`src/rtl/cnt_arb_pkg.sv`:
```
// Shared state encoding for the round-robin counter arbiter controller.
// Latency: n/a (types and constants only).
// Backpressure: n/a.
package cnt_arb_pkg;

    localparam int STATE_W = 4;

    localparam logic [STATE_W-1:0] IDLE_ENC  = 4'b0001;
    localparam logic [STATE_W-1:0] RUN_ENC   = 4'b0010;
    localparam logic [STATE_W-1:0] DONE_ENC  = 4'b0100;
    localparam logic [STATE_W-1:0] FAULT_ENC = 4'b1000;

    typedef enum logic [STATE_W-1:0] {
        ST_IDLE  = IDLE_ENC,
        ST_RUN   = RUN_ENC,
        ST_DONE  = DONE_ENC,
        ST_FAULT = FAULT_ENC
    } state_t;

endpackage

```
`src/rtl/cnt_rr_arb.sv`:
```
// Combinational round-robin pick: first requester at or after ptr, wrapping.
// Latency: zero cycles (pure combinational).
// Backpressure: none; the caller decides when the pick is consumed.
module cnt_rr_arb #(
    parameter int NUM_REQ = 4,
    parameter int PTR_W   = $clog2(NUM_REQ)
) (
    input  logic [NUM_REQ-1:0] req,
    input  logic [PTR_W-1:0]   ptr,
    output logic [NUM_REQ-1:0] win_oh,
    output logic               win_vld
);

    localparam logic [NUM_REQ-1:0] ONE = {{(NUM_REQ-1){1'b0}}, 1'b1};

    logic [NUM_REQ-1:0] upper_mask;
    logic [NUM_REQ-1:0] masked;
    logic [NUM_REQ-1:0] pick_src;

    // Requests at or above the pointer win first; otherwise wrap to the lowest.
    assign upper_mask = ~((ONE << ptr) - ONE);
    assign masked     = req & upper_mask;
    assign pick_src   = (masked != '0) ? masked : req;
    assign win_oh     = pick_src & (~pick_src + ONE);
    assign win_vld    = |req;

endmodule

```
`src/rtl/cnt_arb_ctrl.sv`:
```
// Round-robin burst controller for a shared up/down counter; CNT_ARB_SATGUARD_EN adds a boundary guard.
// Latency: req sampled at edge k -> gnt and first cnt_act from edge k+1; done one cycle after last cnt_act.
// Backpressure: req is a level held until done; other requesters wait for the DONE + IDLE gap.
module cnt_arb_ctrl
    import cnt_arb_pkg::*;
#(
    parameter int NUM_REQ       = 4,
    parameter int COUNTER_WIDTH = 4,
    parameter int LEN_WIDTH     = 4
) (
    input  logic                           clk,
    input  logic                           rst_n,
    input  logic [NUM_REQ-1:0]             req,
    input  logic [NUM_REQ-1:0]             req_up_dwn_n,
    input  logic [NUM_REQ*LEN_WIDTH-1:0]   req_len,
    output logic [NUM_REQ-1:0]             gnt,
    output logic                           done,
    output logic                           err,
    output logic                           sat,
    output logic                           cnt_act,
    output logic                           cnt_up_dwn_n,
    input  logic [COUNTER_WIDTH-1:0]       cnt_count,
    input  logic                           cnt_ovflw
);

    localparam int               PTR_W    = $clog2(NUM_REQ);
    localparam logic [PTR_W-1:0] LAST_IDX = PTR_W'(NUM_REQ - 1);

    state_t                 state;
    logic [PTR_W-1:0]       ptr;
    logic [PTR_W-1:0]       win_idx;
    logic [PTR_W-1:0]       ptr_nxt;
    logic [NUM_REQ-1:0]     win_oh;
    logic                   arb_vld;
    logic                   win_dir;
    logic [LEN_WIDTH-1:0]   win_len;
    logic [LEN_WIDTH-1:0]   remaining;
    logic                   sat_q;
    logic                   lim_up;
    logic                   lim_dn;
    logic                   guard_new;
    logic                   guard_run;

    cnt_rr_arb #(
        .NUM_REQ (NUM_REQ),
        .PTR_W   (PTR_W)
    ) u_arb (
        .req     (req),
        .ptr     (ptr),
        .win_oh  (win_oh),
        .win_vld (arb_vld)
    );

    // Steer the winner's index, length and direction out of the packed inputs.
    always_comb begin
        win_idx = '0;
        win_len = '0;
        win_dir = 1'b1;
        for (int i = 0; i < NUM_REQ; i++) begin
            if (win_oh[i]) begin
                win_idx = PTR_W'(i);
                win_len = req_len[i*LEN_WIDTH +: LEN_WIDTH];
                win_dir = req_up_dwn_n[i];
            end
        end
    end

    assign ptr_nxt = (win_idx == LAST_IDX) ? '0 : win_idx + PTR_W'(1);

`ifdef CNT_ARB_SATGUARD_EN
    assign lim_up = (cnt_count == {COUNTER_WIDTH{1'b1}});
    assign lim_dn = (cnt_count == '0);
    assign sat    = sat_q;
`else
    assign lim_up = 1'b0;
    assign lim_dn = 1'b0;
    assign sat    = 1'b0;
    logic unused_guard;
    assign unused_guard = sat_q ^ (^cnt_count);
`endif

    // guard_new judges a fresh grant's direction; guard_run the latched one.
    assign guard_new = win_dir      ? lim_up : lim_dn;
    assign guard_run = cnt_up_dwn_n ? lim_up : lim_dn;

    always_ff @(posedge clk or negedge rst_n) begin
        if (!rst_n) begin
            state        <= ST_IDLE;
            gnt          <= '0;
            done         <= 1'b0;
            err          <= 1'b0;
            sat_q        <= 1'b0;
            cnt_act      <= 1'b0;
            cnt_up_dwn_n <= 1'b1;
            ptr          <= '0;
            remaining    <= '0;
        end else if (cnt_ovflw) begin
            // Counter overflow is sticky, so the fault is terminal until reset.
            state     <= ST_FAULT;
            err       <= 1'b1;
            gnt       <= '0;
            done      <= 1'b0;
            sat_q     <= 1'b0;
            cnt_act   <= 1'b0;
            remaining <= '0;
        end else begin
            done  <= 1'b0;
            sat_q <= 1'b0;
            case (state)
                ST_IDLE: begin
                    cnt_act <= 1'b0;
                    if (arb_vld && !err) begin
                        gnt          <= win_oh;
                        cnt_up_dwn_n <= win_dir;
                        ptr          <= ptr_nxt;
                        if (win_len == '0) begin
                            state     <= ST_DONE;
                            done      <= 1'b1;
                            remaining <= '0;
                        end else if (guard_new) begin
                            state     <= ST_DONE;
                            done      <= 1'b1;
                            sat_q     <= 1'b1;
                            remaining <= '0;
                        end else begin
                            state     <= ST_RUN;
                            cnt_act   <= 1'b1;
                            remaining <= win_len;
                        end
                    end
                end
                ST_RUN: begin
                    if (remaining < LEN_WIDTH'(2)) begin
                        state     <= ST_DONE;
                        cnt_act   <= 1'b0;
                        done      <= 1'b1;
                        remaining <= '0;
                    end else if (guard_run) begin
                        state     <= ST_DONE;
                        cnt_act   <= 1'b0;
                        done      <= 1'b1;
                        sat_q     <= 1'b1;
                        remaining <= '0;
                    end else begin
                        cnt_act   <= 1'b1;
                        remaining <= remaining - LEN_WIDTH'(1);
                    end
                end
                ST_DONE: begin
                    state   <= ST_IDLE;
                    gnt     <= '0;
                    cnt_act <= 1'b0;
                end
                ST_FAULT: begin
                    err     <= 1'b1;
                    gnt     <= '0;
                    cnt_act <= 1'b0;
                end
                default: begin
                    state   <= ST_IDLE;
                    gnt     <= '0;
                    cnt_act <= 1'b0;
                end
            endcase
        end
    end

endmodule

```
`config.mk`:
```
export PLATFORM = sky130hd
export DESIGN_NAME = cnt_arb_ctrl
export DESIGN_NICKNAME = d
export VERILOG_FILES = /design/src/rtl/cnt_arb_pkg.sv /design/src/rtl/cnt_rr_arb.sv /design/src/rtl/cnt_arb_ctrl.sv
export SDC_FILE = /design/constraint.sdc
export NUM_CORES = 1
export LEC_CHECK = 0
export CAP_MARGIN = 20
export CORE_MARGIN = 3
export CORE_UTILIZATION = 47
export CTS_BUF_LIST = sky130_fd_sc_hd__clkbuf_8
export DETAILED_ROUTE_END_ITERATION = 8
export HOLD_SLACK_MARGIN = 0.03
export PLACE_DENSITY = 0.91
export SLEW_MARGIN = 20
export SYNTH_ARGS = -nofsm -noshare
export SYNTH_HDL_FRONTEND = slang
export SYNTH_HIERARCHICAL = 1
export SYNTH_SLANG_ARGS = --single-unit
```
`constraint.sdc`:
```
create_clock -name clk -period 2.7 [get_ports clk]
set_input_delay 0.405 -clock clk [delete_from_list [all_inputs] [get_ports clk]]
set_output_delay 0.405 -clock clk [all_outputs]
set_load 0.01 [all_outputs]
```
=== Word level (Yosys, flattened, before mapping) ===
Cells that the tools add are included.

* Register bits after elaboration: 18
* Output and inout bits: 9

* $add $sub $neg: 4
* $lt $le $gt $ge: 1
* Eq/ne operators: 8
* Shift-type cells: 1
* Multiplexer cells: 38
* Bitwise gates (word level): 5
* Reduce and logical (&&, ||, !) cells: 11

{| class="wikitable"
|+ Operators with widths
! cell !! number
|-
| 2-to-1 mux 4 bit || 14
|-
| case mux 4 bit (2 select lines) || 2
|-
| 2-to-1 mux 1 bit || 15
|-
| case mux 4 bit (3 select lines) || 1
|-
| AND 4 bit || 2
|-
| inverter 4 bit || 2
|-
| subtractor 4 x 1 -> 4 bit (second input constant) || 2
|-
| 2-to-1 mux 2 bit || 3
|-
| != test 3 bit (second input constant) || 2
|-
| AND reduction 3 bit || 2
|-
| adder 4 x 1 -> 4 bit (second input constant) || 1
|-
| == test 4 x 1 -> 1 bit (second input constant) || 1
|-
| == test 4 x 2 -> 1 bit (second input constant) || 1
|-
| == test 4 bit (second input constant) || 1
|-
| logical NOT 4 bit || 1
|-
| < comparator 4 x 2 -> 1 bit (second input constant) || 1
|-
| != test 2 bit (second input constant) || 2
|-
| case mux 1 bit (2 select lines) || 2
|-
| AND reduction 2 bit || 2
|-
| nonzero test 4 bit || 1
|-
| OR reduction 4 bit || 1
|-
| << shifter 1 x 2 -> 4 bit (first input constant) || 1
|-
| 2-to-1 mux 3 bit || 1
|-
| nonzero test 3 bit || 1
|-
| 6 further kinds || 6
|}

=== Depth between registers and ports, before layout ===
* Word-level depth: 18
* Depth in mapped cells: 9

=== Hierarchy ===
The synthesis kept the hierarchy.

{| class="wikitable"
|+ By module, submodules not included
! module !! instances !! cells an instance !! area each (um^2) !! sequential area each (um^2)
|-
| cnt_arb_ctrl || 1 || 110 || 1071.0 || 452.9
|-
| cnt_rr_arb || 1 || 18 || 113.9 || 0.0
|}

=== Worst setup path after synthesis ===
Ideal clock, no wire load.

* Path kind: input port to flip-flop
* From: input req[3]
* To: register done
* Library setup time: 119 ps
* Arrival: 1881 ps
* Required time: 2581 ps
* Slack: 700 ps
* Stages on the path: 9
* Buffers on the path: 2
* Cell sequence: nor2_1 -> a21oi_1 -> o21ai_0 -> buf_2 -> buf_4 -> a211oi_1 -> o41ai_1 -> nor4_2 -> a21bo_2

{| class="wikitable"
|+ RTL lines
! element !! RTL line !! source
|-
| start: declaration || cnt_arb_ctrl.sv:13 || <nowiki>input logic [NUM_REQ-1:0] req,</nowiki>
|-
| AND 4 bit * || cnt_rr_arb.sv:22 || <nowiki>assign masked = req & upper_mask;</nowiki>
|-
| nonzero test 4 bit * || cnt_rr_arb.sv:23 || <nowiki>assign pick_src = (masked != '0) ? masked : req;</nowiki>
|-
| 2-to-1 mux 4 bit * || cnt_rr_arb.sv:23 ||
|-
| inverter 4 bit || cnt_rr_arb.sv:24 || <nowiki>assign win_oh = pick_src & (~pick_src + ONE);</nowiki>
|-
| adder 4 x 1 -> 4 bit || cnt_rr_arb.sv:24 ||
|-
| AND 4 bit * || cnt_rr_arb.sv:24 ||
|-
| via win_oh[2] || cnt_arb_ctrl.sv:33 || <nowiki>logic [NUM_REQ-1:0] win_oh;</nowiki>
|-
| 2-to-1 mux 4 bit * (2 in a row) || cnt_arb_ctrl.sv:60 || <nowiki>if (win_oh[i]) begin</nowiki>
|-
| logical NOT 4 bit * || cnt_arb_ctrl.sv:116 || <nowiki>if (win_len == '0) begin</nowiki>
|-
| 2-to-1 mux 1 bit * || cnt_arb_ctrl.sv:116 ||
|-
| 2-to-1 mux 1 bit * || cnt_arb_ctrl.sv:112 || <nowiki>if (arb_vld && !err) begin</nowiki>
|-
| case mux 1 bit (2 select lines) * || cnt_arb_ctrl.sv:109 || <nowiki>case (state)</nowiki>
|-
| 2-to-1 mux 1 bit * || cnt_arb_ctrl.sv:97 || <nowiki>end else if (cnt_ovflw) begin</nowiki>
|-
| end signal: assignment || cnt_arb_ctrl.sv:102 || <nowiki>done <= 1'b0;</nowiki>
|-
| end signal: assignment || cnt_arb_ctrl.sv:107 || <nowiki>done <= 1'b0;</nowiki>
|-
| end signal: assignment || cnt_arb_ctrl.sv:118 || <nowiki>done <= 1'b1;</nowiki>
|-
| end: declaration || cnt_arb_ctrl.sv:17 || <nowiki>output logic done,</nowiki>
|}

Mark *: on every way through the listed nets, which the timed path passes. The rest lies on a longest branch.
A chain may end at the register's enable or synchronous reset.

=== Worst setup path in the final report ===
* From: input req[2]
* To: register done

{| class="wikitable"
|+ RTL lines
! element !! RTL line
|-
| AND 4 bit || cnt_rr_arb.sv:22
|-
| nonzero test 4 bit || cnt_rr_arb.sv:23
|-
| 2-to-1 mux 4 bit * || cnt_rr_arb.sv:23
|-
| inverter 4 bit || cnt_rr_arb.sv:24
|-
| adder 4 x 1 -> 4 bit || cnt_rr_arb.sv:24
|-
| AND 4 bit * || cnt_rr_arb.sv:24
|-
| via win_oh[2] || cnt_arb_ctrl.sv:33
|-
| 2-to-1 mux 4 bit * (2 in a row) || cnt_arb_ctrl.sv:60
|-
| logical NOT 4 bit * || cnt_arb_ctrl.sv:116
|-
| 2-to-1 mux 1 bit * || cnt_arb_ctrl.sv:116
|-
| 2-to-1 mux 1 bit * || cnt_arb_ctrl.sv:112
|-
| case mux 1 bit (2 select lines) * || cnt_arb_ctrl.sv:109
|-
| 2-to-1 mux 1 bit * || cnt_arb_ctrl.sv:97
|}

Marked as above.

==> run summary <==
=====================================================================================
Result of the run ...................................................... finished clean
Setup Total Neg Slack ..................................................         0 ns
Number of synthesized flops with an enable pin .........................            0
Number of detailed-route iterations in the first pass ..................            4
Endpoints failing setup ................................................            0
Number of global-route vias before repair ..............................         1153
Width of the chip ...................................................... 56.2 microns
DRC violation count after routing ......................................            0
Via count ..............................................................         1141
Synth Net Count ........................................................          160
Required time worst endpoint ...........................................      2.84 ns
# placed instances .....................................................          192
Crit start category .................................................... primary input
Antenna Cells ..........................................................            0
Area of the mapped netlist ............................................. 0.00118 sq mm
Skew final .............................................................   0.00483 ns
Layout fillers .........................................................          171
FF-to-FF End ...........................................................         done
Die ar. ................................................................ 0.00316 sq mm
Transition time at the pin with the least slew margin ..................     0.776 ns
Slack of the critical path .............................................     0.145 ns
TritonCTS clock tree ...................................................        built
Num rows ...............................................................           17
Global router's overall resource usage .................................        20.6%
Setup slack of the most critical reg-to-reg path .......................      0.46 ns
Post-placement cell area ............................................... 0.00158 sq mm
Ys async rst share .....................................................         100%
DRC marker count from the first detailed-route iteration ...............           37
Depth of the worst hold-timing path ....................................            2
Reg-to-reg critical path startpoint ....................................       ptr[1]
Hold buffer count at CTS ...............................................            0
Yosys warning count ....................................................            6
Hold wc startpoint ..................................................... cnt_up_dwn_n
Layout cell share with drive strength beyond 1 .........................        18.5%
Most frequent standard cell in the layout excluding fill and tap cells . sky130_fd_sc_hd__clkdlybuf4s50_1
Endpoint of the worst hold path ........................................ cnt_up_dwn_n
RD Place Congestion ....................................................        0.870
Skew-Pair Late Insertion Delay .........................................      0.25 ns
Via/cell ratio .........................................................         5.82
Sequential element share of the synthesized area .......................        38.2%
Commonest cells after routing, fill and taps aside ..................... sky130_fd_sc_hd__clkdlybuf4s50_1 (34), sky130_fd_sc_hd__dfrtp_1 (16), sky130_fd_sc_hd__nand2_1 (13), sky130_fd_sc_hd__nor2b_1 (8), sky130_fd_sc_hd__buf_4 (8)
Highest Clock Rate .....................................................    0.391 GHz
Arrival time reported for the critical path endpoint ...................      2.70 ns
Final Hold Violating Endpoints .........................................            0
Peak fanout along the critical path ....................................           17
# Post-CTS Setup Buffers ...............................................            0
Cell count of the worst reg-to-reg path ................................           10
Startpoint-to-endpoint class of the critical path ......................       in2reg
Fraction of the cycle the final worst path needs .......................        94.6%
Final instance area .................................................... 0.00166 sq mm
Worst min path class ...................................................      reg2reg
Worst Setup End Kind ...................................................     register
Nets ...................................................................          201
Port bufs ..............................................................           34
Post-DR wirelength/cell ................................................ 16.0 microns
Cell at the root of the clock tree ..................................... sky130_fd_sc_hd__clkbuf_8
PwrDens ................................................................  418 mW/mm^2
Max VDD drop ...........................................................       446 uV
Share of the core filled with cells ....................................        72.1%
Placeable core region .................................................. 0.00230 sq mm
Depth of the CTS H-tree ................................................            1
Count of nets left with antenna violations after detail routing ........            0
Synth Instances ........................................................          128
CTS clock-pin slew for the worst setup and hold paths ..................      0.07 ns
Syn_area_per_cell ......................................................   9.26 sq um
Commonest register cell after synthesis ................................ sky130_fd_sc_hd__dfrtp_1
Standby leakage power ..................................................     0.647 nW
Maxcap violations ......................................................            0
Maximum clock insertion buffer count ...................................            2
Number of antenna violations at the first check in global routing ......            0
Chip Height ............................................................ 56.2 microns
HPWL after detailed placement .......................................... 2350 microns
I/O pin count ..........................................................           40
Max-slew violation count ...............................................            0
Clock sink count .......................................................           18
Final min period .......................................................      2.55 ns
Residual overflow from global routing ..................................            0
Wire length of the first global-routing pass ........................... 5230 microns
Worst slack, placed ....................................................    -0.130 ns
Flops & latches, synth .................................................           18
Number of clock buffers inserted by TritonCTS ..........................            3
Post-synth cell types ..................................................           43
Relative slew margins ..................................................        48.1%
Pin count of the biggest net entering global routing ...................           19
Starting Density .......................................................        51.6%
Combined area of the multi-input logic cells ...........................    686 sq um
Layout Cells excl Fill .................................................          196
Sequential cell area in the final layout ...............................    453 sq um
Synthesis-to-finish area growth ........................................        39.7%
Total Routed Length .................................................... 3130 microns
=====================================================================================
==> layout make-up <==
class	instances	share of cell area, %
multi-input cells	97	41.4
well taps	28	2.12
clock buffers	4	3.33
repair buffers	42	24.2
flip-flops and latches	18	27.4
inverters	7	1.59
==> report_power, final <==
part / switching, mW / internal [mW]
clock network: 0.0843 / 0.129
logic: 0.0849 / 0.102
registers: 0.0118 / 0.279
total: 0.181 / 0.511
==> kinds of logic (layout without fill, tap and decap cells) <==
| logic type | after synthesis | count (layout) | share of synthesized area [%] |
|---|---|---|---|
| AO/OA/AOI/OAI | 44 | 44 | 28.7 |
| XOR/XNOR | 1 | 1 | 0.739 |
| adder cells (fa/ha/maj) | 1 | 1 | 1.06 |
| buffers and inverters | 13 | 53 | 5.60 |
| flip-flops | 18 | 18 | 38.2 |
| multiplexers | 1 | 1 | 0.845 |
| other | 1 | 1 | 0.316 |
| AND/OR/NAND/NOR | 49 | 49 | 24.5 |
==> what timing repair did <==
item	4_1_cts	5_1_grt
endpoints found under the hold margin	0	0
setup endpoints to repair	0	4
gates resized for setup	0	4
==> flip-flops by register name, summed over array words and instances, names as in the netlist <==
register and count:
cnt_up_dwn_n 1, done 1, ptr 2, remaining 4, gnt 4, err 1, state 4, cnt_act 1
==> worst max-delay path, cell delays in order <==
cell,delay (ns)
sky130_fd_sc_hd__clkdlybuf4s50_1,0.62
sky130_fd_sc_hd__nor2b_1,0.19
sky130_fd_sc_hd__o21ai_0,0.11
sky130_fd_sc_hd__o21ai_1,0.13
sky130_fd_sc_hd__buf_4,0.24
sky130_fd_sc_hd__a211oi_1,0.07
sky130_fd_sc_hd__o41ai_1,0.36
sky130_fd_sc_hd__buf_4,0.18
sky130_fd_sc_hd__nor4_2,0.04
sky130_fd_sc_hd__buf_4,0.14
sky130_fd_sc_hd__a21bo_2,0.20
==> synth_stat cells (all sizes together), types with 3 or more instances <==
cell | number | area share (%)
nor2 | 5 | 1.6
buf | 5 | 3.1
a22o | 4 | 3.0
o41ai | 4 | 3.0
nor2b | 8 | 4.2
nand2 | 13 | 4.1
nand2b | 4 | 2.1
o21ai | 9 | 3.8
inv | 7 | 2.2
or3 | 4 | 3.4
nor4 | 3 | 2.1
a211oi | 4 | 2.5
a21oi | 6 | 2.5
dfrtp | 16 | 34
nor3b | 6 | 3.8
==> worst max-delay path by stage <==
| stage | cells after the start | slack [ns] | start | endpoint |
|---|---|---|---|---|
| 2_1_floorplan | 9 | 0.70 | req[3] | done |
| 3_3_place_gp | 9 | -0.003 | req[2] | done |
| 3_5_place_dp | 11 | -0.13 | req[2] | done |
| 4_1_cts | 11 | 0.13 | req[2] | done |
| 5_1_grt | 11 | -0.001 | req[2] | state[2] |
| 6_report | 11 | 0.15 | req[2] | done |
==> through the flow <==
step                hold WS (ns)  power [mW]
detailed placement         0.483       0.473
global route               0.508       0.721
global placement           0.461       0.466
CTS                        0.492       0.689
floorplan                  0.109       0.382
finish                     0.503       0.692
==> per-layer routing <==
layer	track usage (%)	share of wire, %	vias up
met5	0	0	-
met4	5.08	0.80	0
met3	3.71	5.1	4
met2	34.6	51	38
met1	27.2	43	543
li1	-	-	556
(Power assumes the default switching activity.)
